[config.mk]
export PLATFORM = sky130hd
export DESIGN_NAME = counter_maximum
export DESIGN_NICKNAME = d
export VERILOG_FILES = /design/src/rtl/counter_maximum_cmp.sv /design/src/rtl/counter_maximum.sv
export SDC_FILE = /design/constraint.sdc
export NUM_CORES = 1
export LEC_CHECK = 0
export BUFFER_PORTS_ARGS = -buffer_cell sky130_fd_sc_hd__buf_2
export CORE_AREA = 2 2 39 41
export DETAILED_ROUTE_END_ITERATION = 7
export DIE_AREA = 0 0 41 43
export PLACE_DENSITY_LB_ADDON = 0.05
export SLEW_MARGIN = 20
export SYNTH_ARGS = -nofsm -noshare
export SYNTH_HDL_FRONTEND = slang
export SYNTH_SLANG_ARGS = --single-unit
[constraint.sdc]
create_clock -name clk -period 3.1 [get_ports clk]
set_input_delay 0.465 -clock clk [delete_from_list [all_inputs] [get_ports clk]]
set_output_delay 0.465 -clock clk [all_outputs]
set_load 0.02 [all_outputs]
[src/rtl/counter_maximum_cmp.sv]
// WIDTH-bit equality comparator used for the wrap flag.
// IMPLEMENTATION selects a plain == or a balanced XNOR-reduction tree.
module counter_maximum_cmp #(
  parameter int WIDTH          = 4,
  parameter int IMPLEMENTATION = 0
) (
  input  logic [WIDTH-1:0] a,
  input  logic [WIDTH-1:0] b,
  output logic             eq
);

  generate
    if (IMPLEMENTATION == 1) begin : g_xnor_tree
      logic [WIDTH-1:0] bit_eq;
      logic [WIDTH-1:0] tree;

      assign bit_eq = a ~^ b;

      // Pairwise AND at doubling strides; the final result collects in tree[0].
      always_comb begin
        tree = bit_eq;
        for (int unsigned s = 1; s < WIDTH; s = s * 2) begin
          for (int unsigned i = 0; i + s < WIDTH; i = i + 2 * s) begin
            tree[i] = tree[i] & tree[i+s];
          end
        end
        eq = tree[0];
      end
    end else begin : g_plain
      assign eq = (a == b);
    end
  endgenerate

endmodule

[src/rtl/counter_maximum.sv]
// Up-counter with enable and run-time wrap limit: counts 0..max then wraps to 0.
// wrp is combinational (cnt == max); architecture selected by IMPLEMENTATION.
module counter_maximum #(
  parameter int WIDTH          = 4,
  parameter int IMPLEMENTATION = 0
) (
  input  logic             clk,
  input  logic             rst,
  input  logic             ena,
  input  logic [WIDTH-1:0] max,
  output logic [WIDTH-1:0] cnt,
  output logic             wrp
);

  logic [WIDTH-1:0] cnt_inc;
  logic [WIDTH-1:0] cnt_nxt;

  counter_maximum_cmp #(
    .WIDTH         (WIDTH),
    .IMPLEMENTATION(IMPLEMENTATION)
  ) u_cmp (
    .a (cnt),
    .b (max),
    .eq(wrp)
  );

  generate
    if (IMPLEMENTATION == 1) begin : g_carry_chain
      logic [WIDTH:0] carry;

      // Explicit ripple incrementer; bit i toggles when all lower bits are set.
      always_comb begin
        carry    = '0;
        carry[0] = 1'b1;
        cnt_inc  = '0;
        for (int unsigned i = 0; i < WIDTH; i++) begin
          cnt_inc[i]  = cnt[i] ^ carry[i];
          carry[i+1]  = cnt[i] & carry[i];
        end
      end
    end else begin : g_adder
      assign cnt_inc = cnt + WIDTH'(1);
    end
  endgenerate

  always_comb begin
    cnt_nxt = cnt;
    if (ena) begin
      cnt_nxt = wrp ? '0 : cnt_inc;
    end
  end

  always_ff @(posedge clk or posedge rst) begin
    if (rst) begin
      cnt <= '0;
    end else begin
      cnt <= cnt_nxt;
    end
  end

endmodule

Word level (Yosys, flattened, before mapping)

Cells that the tools add are included.

Register bits: 4
Input bits: 7
Output and inout port bits: 5
Logic and storage cells: 4

Add/sub/neg operators: 1
Equal/unequal tests: 1
Muxes and demuxes: 1

Operators by type and width:

| kind                                                           | count |
|---|---|
| 4-bit by 1-bit adder with 4-bit output (second input constant) | 1 |
| 4-bit equality test                                            | 1 |
| 4-bit two-way mux                                              | 1 |

Depth between registers and ports, before layout

Gate-level depths: netlist (run 1).

Word-level depth: 2
Mapped depth: 4
Depth with buffers taken out: 4

Hierarchy

A second synthesis (run 1) with hierarchy kept.

Cell total of the unflattened synthesis: 25
Area, all modules: 250.2 um^2

Modules (own cells, without submodules):

| module              | times used | cells each | area an instance (um^2) | sequential area each (um^2) |
|---|---|---|---|---|
| counter_maximum     | 1          | 20         | 202.7                   | 100.1 |
| counter_maximum_cmp | 1          | 5          | 47.5                    | 0.0 |

Least setup slack after synthesis (run 1)

OpenSTA, ideal clock, no wires.

Path type: reg2out
Start point: register cnt[3]
End point: output port wrp
Arrival time: 1.235 ns
Required time: 2.635 ns
Slack: 1.400 ns
Cell stages (with the launch flop): 3
Path buffers: 0
Cell sequence: dfrtp_1 > xor2_1 > nor4_4

Longest elaborated chain between the ends: 1

RTL lines:

| item                   | RTL line                  | text |
|---|---|---|
| from (decl)            | counter_maximum.sv:11     | `output logic [WIDTH-1:0] cnt,` |
| from (signal assigned) | counter_maximum.sv:57     | `cnt <= cnt_nxt;` |
| 4-bit equality test    | counter_maximum_cmp.sv:30 | `assign eq = (a == b);` |
| to (decl)              | counter_maximum.sv:12     | `output logic wrp` |

No other way between the ends.

Worst setup path in the final report (run 1)

Same ends and word-level chain as after synthesis.

==> results of run 1 <==
-- metrics by stage --
step           utilization  area (um^2)
4_1_cts              0.256          354
2_1_floorplan            -          256
5_1_grt              0.256          354
6_report             0.256          354
3_5_place_dp         0.240          332
3_3_place_gp         0.240          332
-- Yosys cell counts --
cell type,instances
sky130_fd_sc_hd__nor2_2,1
sky130_fd_sc_hd__inv_1,3
sky130_fd_sc_hd__ha_1,1
sky130_fd_sc_hd__nor4_4,1
sky130_fd_sc_hd__xor2_1,4
sky130_fd_sc_hd__o21ai_1,1
sky130_fd_sc_hd__dfrtp_1,4
sky130_fd_sc_hd__nand2_1,2
sky130_fd_sc_hd__a21o_1,1
sky130_fd_sc_hd__nor3b_1,1
sky130_fd_sc_hd__a21oi_1,1
sky130_fd_sc_hd__nor3_1,1
sky130_fd_sc_hd__mux2_4,1
sky130_fd_sc_hd__o22ai_1,2
sky130_fd_sc_hd__nand3_1,1
-- per-layer routing --
metal | routed length (um) | up-vias | global-route usage
met1 | 263 | 97 | 0.0877
met3 | 58 | 0 | 0.0628
li1 | - | 116 | -
met4 | 0 | 0 | 0.0400
met5 | 0 | - | 0
met2 | 264 | 9 | 0.128
-- cell usage in the layout, fill, tap and decap left out, drive strengths merged, types with 2 or more instances in the layout --
cell type / instances
xor2: 4
nand2: 2
clkbuf: 3
o22ai: 2
inv: 3
buf: 11
dfrtp: 4
-- area by class of cell --
cell class,count,area share
flip-flops and latches,4,0.283
clock buffers,3,0.0636
well taps,16,0.0565
multi-input cells,18,0.410
inverters,3,0.0318
repair buffers,11,0.155
-- critical path, delay by kind of cell (launching register included) --
family,cells,cell delay [ps]
XOR/XNOR,1,200
flip-flops,1,410
AND/OR/NAND/NOR,1,440
buffers and inverters,1,240
-- report_power, final --
part	leakage [nW]	switching, mW	total, mW	internal (mW)
clock network	0.0138	0.0212	0.0645	0.0433
logic	0.120	0.101	0.177	0.0763
registers	0.0461	0.0410	0.119	0.0780
total	0.180	0.163	0.361	0.198
-- worst paths after layout --
| kind | from | to | depth (start not counted) |
|---|---|---|---|
| setup / recovery | cnt[3] | wrp | 3 |
| hold / removal | rst | cnt[3] | 2 |
| setup reg to reg | cnt[3] | cnt[0] | 4 |
| hold reg to reg | cnt[2] | cnt[2] | 1 |
| max in group asynchronous | rst | cnt[2] | 2 |
| min in group clk | ena | cnt[3] | 2 |
-- logic make-up after synthesis --
family / after synthesis / share of synthesized area
AND/OR/NAND/NOR: 7 / 0.205
AO/OA/AOI/OAI: 5 / 0.117
XOR/XNOR: 4 / 0.137
flip-flops: 4 / 0.390
buffers and inverters: 3 / 0.0439
multiplexers: 1 / 0.0585
adder cells (fa/ha/maj): 1 / 0.0488
==> metrics.log, run 1 <==
INFO  metric portBuffers = 11
INFO  metric pre_repair_dr_iteration_count = 1
INFO  metric initialDrtViolationCount = 0
INFO  metric slowest_delay = 440 ps
INFO  metric grt-ovfl-total = 0
INFO  metric multiInputGateArea = 145 um^2
INFO  metric post-place-cells = 52
INFO  metric detail-route-antenna-nets = 0
INFO  metric whs = 108 ps
INFO  metric timing.max_slew.rel_slack = 0.734
INFO  metric grt_antenna_before_repair = 0
INFO  metric detail_route.wirelength = 586 um
INFO  metric placeableCoreArea = 1380 um^2
INFO  metric synth_sequential_area_ratio = 0.390
INFO  metric std_cell_rows = 14
INFO  metric layout_top_registers = cnt: 4 flops
INFO  metric critical_path.slowest_cell = sky130_fd_sc_hd__nor4_4
INFO  metric worst-setup-path-type = reg2out
INFO  metric yosysTopAreaCellShare = 0.390
INFO  metric smallest_setup_slack_after_layout = 1100 ps
INFO  metric drc = 0
INFO  metric netlist_area = 256 um^2
INFO  metric clock-skew-final = 4.66 ps
INFO  metric hold_class = in2async
INFO  metric vias = 222
INFO  metric path_cells = xor2_1 -> nor4_4 -> buf_2
INFO  metric clkTransAtPathRegs = 40 ps
INFO  metric drive_gt1_frac = 0.436
INFO  metric max_slew.worst_pin.slew = 396 ps
INFO  metric maxCapViolations = 0
INFO  metric gr-usage-all-layers = 0.0866
INFO  metric leakage = 0.180 nW
INFO  metric final-seq-area = 100 um^2
INFO  metric worstSkewPairLatency = 230 ps
INFO  metric endpoint_kind = primary output
INFO  metric finalWorstPathRequiredPeriod = 2000 ps
INFO  metric cts.path.max_buffers = 2
INFO  metric post_synthesis_cell_type_count = 15
INFO  metric tritoncts = built
INFO  metric clock_sink_count = 4
INFO  metric synth.ff_latch_count = 4
INFO  metric yosys-top-cells-area = sky130_fd_sc_hd__dfrtp_1 (39%), sky130_fd_sc_hd__xor2_1 (14%), sky130_fd_sc_hd__nor4_4 (8.3%)
INFO  metric vdd_drop_max = 0.302 mV
INFO  metric cp-start-kind = flip-flop
INFO  metric cell_pwr_density = 1020 nW/um^2
INFO  metric die_span_x = 41 um
INFO  metric final_min_period_over_clock_period = 0.646
INFO  metric htreeDepth = 1
INFO  metric synthToLayoutAreaGrowth = 38.0%
INFO  metric nNetsFinal = 49
INFO  metric postSynthCellCount = 25
INFO  metric timing_max_transition_violations_final = 0
INFO  metric routed_wire_length_per_instance = 10.7 um
INFO  metric grt_first_pass_wirelength = 938 um
INFO  metric synth_area_leader_cell = sky130_fd_sc_hd__dfrtp_1
INFO  metric cts_inserted_buffers = 3
INFO  metric weighted_congestion_reported_at_the_end_of_routability_driven_placement = 0.681
INFO  metric route.detailed.vias_per_inst = 4.04
INFO  metric fin_setup_tns = 0 ps
INFO  metric grt_start_max_net_pins = 8
INFO  metric dieHeight = 43 um
INFO  metric grt_pass1_vias = 245
INFO  metric largest_register_ff_count = 4
INFO  metric ff2ff_setup_slack = 1620 ps
INFO  metric io-pin-count = 12
INFO  metric final_cell_count_no_fill = 55
INFO  metric synth-warning-count = 0
INFO  metric post-cts-setup-buffer-count = 0
INFO  metric preCtsSetupSlack = 1190 ps
INFO  metric total_power = 0.361 mW
INFO  metric antenna_cells = 0
INFO  metric achievable-frequency = 0.500 GHz
INFO  metric worst-path-max-fanout = 6
INFO  metric dieArea = 1760 um^2
INFO  metric setup_violations = 0
INFO  metric post_cts_hold_buffer_count = 0
INFO  metric num-fill-cells = 161
INFO  metric critPathArrivalTime = 1540 ps
INFO  metric top_register = cnt
INFO  metric initial_core_util = 0.185
INFO  metric avgSynthCellArea = 10.3 um^2
INFO  metric run_status = finished, final reports clean
INFO  metric hold_viol_final = 0
INFO  metric setup_repair_after_global_routing_missed_its_margin = false
INFO  metric critPathRequiredTime = 2630 ps
INFO  metric root_buffer = sky130_fd_sc_hd__clkbuf_4
INFO  metric synthesis.nets = 33
INFO  metric cts_repair_resize_count = 0
(Power assumes the default switching activity.)
==> inputs of run 2 (changes only) <==
- clock period: 3.1 -> 1.7 ns (I/O delays scaled with it)
==> metrics.log, run 2 (same netlist as run 1, synthesis figures left out) <==
INFO  metric detail_route.wirelength = 601 um (+2.6%)
INFO  metric endpoint_kind = primary output
INFO  metric largest_register_ff_count = 4 (unchanged)
INFO  metric io-pin-count = 12 (unchanged)
INFO  metric grt-ovfl-total = 0 (unchanged)
INFO  metric post_dp_cell_area = 354 um^2 (+6.8%)
INFO  metric cp-start-kind = flip-flop
INFO  metric initialDrtViolationCount = 1 (+1)
INFO  metric drive_gt1_frac = 0.477 (+0.0414)
INFO  metric holdPathEnd = cnt[3]
INFO  metric die_span_x = 41 um (unchanged)
INFO  metric final_min_period_over_clock_period = 0.909
INFO  metric top_register = cnt
INFO  metric clock-skew-final = 0.395 ps (-4.27 ps)
INFO  metric htreeDepth = 1 (unchanged)
INFO  metric setup_repair_after_global_routing_missed_its_margin = false
INFO  metric achievable-frequency = 0.647 GHz
INFO  metric fin_setup_tns = 0 ps (unchanged)
INFO  metric initial_core_util = 0.185 (unchanged)
INFO  metric grt_first_pass_wirelength = 1050 um (+12%)
INFO  metric route.detailed.vias_per_inst = 3.97 (-1.7%)
INFO  metric dieHeight = 43 um (unchanged)
INFO  metric cell_pwr_density = 1830 nW/um^2 (+80%)
INFO  metric smallest_setup_slack_after_layout = 155 ps (-943 ps)
INFO  metric antenna_cells = 0 (unchanged)
INFO  metric grt_start_max_net_pins = 8 (unchanged)
INFO  metric worstSkewPairLatency = 230 ps (about the same)
INFO  metric final_cell_count_no_fill = 60 (+9.1%)
INFO  metric vias = 238 (+7.2%)
INFO  metric cts_inserted_buffers = 3 (unchanged)
INFO  metric run_status = finished, final reports clean
INFO  metric worst_hold_startpoint = ena
INFO  metric grt_pass1_vias = 247 (+0.82%)
INFO  metric length_of_routed_wiring_on_met1 = 251 um (-4.6%)
INFO  metric min_path_cells = 2
INFO  metric max_slew.worst_pin.slew = 257 ps (-138 ps)
INFO  metric finish.instance_area = 394 um^2 (+11%)
INFO  metric preCtsSetupSlack = 145 ps (-1040 ps)
INFO  metric timing.max_slew.rel_slack = 0.828 (+0.0935)
INFO  metric routed_wire_length_per_instance = 10.0 um (-6.0%)
INFO  metric cts.path.max_buffers = 2 (unchanged)
INFO  metric clkTransAtPathRegs = 30 ps (about the same)
INFO  metric grt_antenna_before_repair = 0 (unchanged)
INFO  metric weighted_congestion_reported_at_the_end_of_routability_driven_placement = 0.664 (-2.6%)
INFO  metric detail-route-antenna-nets = 0 (unchanged)
INFO  metric ff2ff_setup_slack = 270 ps (-1350 ps)
INFO  metric std_cell_rows = 14 (unchanged)
INFO  metric drc = 0 (unchanged)
INFO  metric met3RoutedLength = 74 um (+28%)
INFO  metric root_buffer = sky130_fd_sc_hd__clkbuf_4
INFO  metric hold_class = in2reg
INFO  metric final_core_util = 0.285 (+0.0289)
INFO  metric tritoncts = built
INFO  metric finalWorstPathRequiredPeriod = 1540 ps
INFO  metric timing.rr.end = cnt[0]
INFO  metric gr-usage-all-layers = 0.0968 (+0.0102)
INFO  metric pre_repair_dr_iteration_count = 2 (+1)
INFO  metric timing.rr.start = cnt[0]
INFO  metric placeableCoreArea = 1380 um^2 (unchanged)
INFO  metric dieArea = 1760 um^2 (unchanged)
INFO  metric vdd_drop_max = 0.679 mV (+130%)
INFO  metric worst-path-max-fanout = 2 (-4)
INFO  metric critPathRequiredTime = 1440 ps (-1190 ps)
INFO  metric critPathArrivalTime = 1290 ps (-250 ps)
INFO  metric synthToLayoutAreaGrowth = 53.7%
INFO  metric clock_sink_count = 4 (unchanged)
INFO  metric hold_viol_final = 0 (unchanged)
INFO  metric portBuffers = 11 (unchanged)
INFO  metric layout_commonest_cell = sky130_fd_sc_hd__buf_2
INFO  metric dpl.hpwl = 502 um
INFO  metric timing_max_transition_violations_final = 0 (unchanged)
INFO  metric maxCapViolations = 0 (unchanged)
INFO  metric wl_met2 = 275 um (+4.2%)
INFO  metric setup_violations = 0 (unchanged)
INFO  metric post-place-cells = 55 (+5.8%)
INFO  metric layout_top_registers = cnt: 4 flops
INFO  metric ff2ff_path_depth = 5 (+1)
INFO  metric topRoutingLayerUsed = met3
INFO  metric worst-setup-path-type = reg2out
INFO  metric nNetsFinal = 54 (+10%)
INFO  metric leakage = 0.205 nW (+14%)
INFO  metric layout_common_cells = sky130_fd_sc_hd__buf_2 (11), sky130_fd_sc_hd__xor2_1 (4), sky130_fd_sc_hd__dfrtp_1 (4), sky130_fd_sc_hd__buf_4 (4)
==> run 2: cell types whose count changed in the layout (fill, tap and decap cells not counted), sizes merged <==
| cell | delta |
|---|---|
| buf | +4 |
| dlygate4sd3 | +1 |
==> run 2: cell type report <==
class | instances | area (um^2)
fillers | 156 | 990
multi-input cells | 18 | 145
flip-flops and latches | 4 | 100
repair buffers | 16 | 95.1
clock buffers | 3 | 22.5
well taps | 16 | 20.0
inverters | 3 | 11.3
==> run 2: metal layers <==
| metal | up-vias | track usage |
|---|---|---|
| met1 | 103 | 0.111 |
| met4 | 0 | 0.0800 |
| met3 | 0 | 0.0524 |
| met2 | 9 | 0.125 |
| met5 | - | 0 |
| li1 | 126 | - |
==> run 2: stage by stage <==
| step | hold slack (ps) | power (mW) |
|---|---|---|
| CTS | 307 | 0.740 |
| detailed placement | 149 | 0.605 |
| finish | 313 | 0.721 |
| floorplan | 21.1 | 0.450 |
| global placement | 150 | 0.612 |
| global route | 318 | 0.802 |
==> run 2: what timing repair did <==
action,CTS,global route
endpoints found under the setup margin,1,0
gates resized for setup,0,0
hold buffers,1,0
setup buffers,1,0
endpoints found under the hold margin,4,0
==> run 2: worst max-delay path: stages (launching register included) <==
cell	delay (ps)
sky130_fd_sc_hd__dfrtp_1	390
sky130_fd_sc_hd__xor2_1	180
sky130_fd_sc_hd__nor4_4	290
sky130_fd_sc_hd__buf_2	200
==> run 2: where the power goes <==
group	total (mW)	leakage, nW	switching (mW)	internal [mW]
combinational	0.424	0.145	0.232	0.192
clock	0.113	0.0138	0.0344	0.0787
sequential	0.184	0.0461	0.0414	0.143
==> run 2: worst max-delay path by stage <==
stage | from | endpoint | cells after the start
floorplan | cnt[3] | cnt[0] | 4
global placement | cnt[3] | wrp | 3
detailed placement | cnt[3] | wrp | 3
CTS | cnt[0] | wrp | 3
global route | cnt[0] | wrp | 3
finish | cnt[0] | wrp | 3
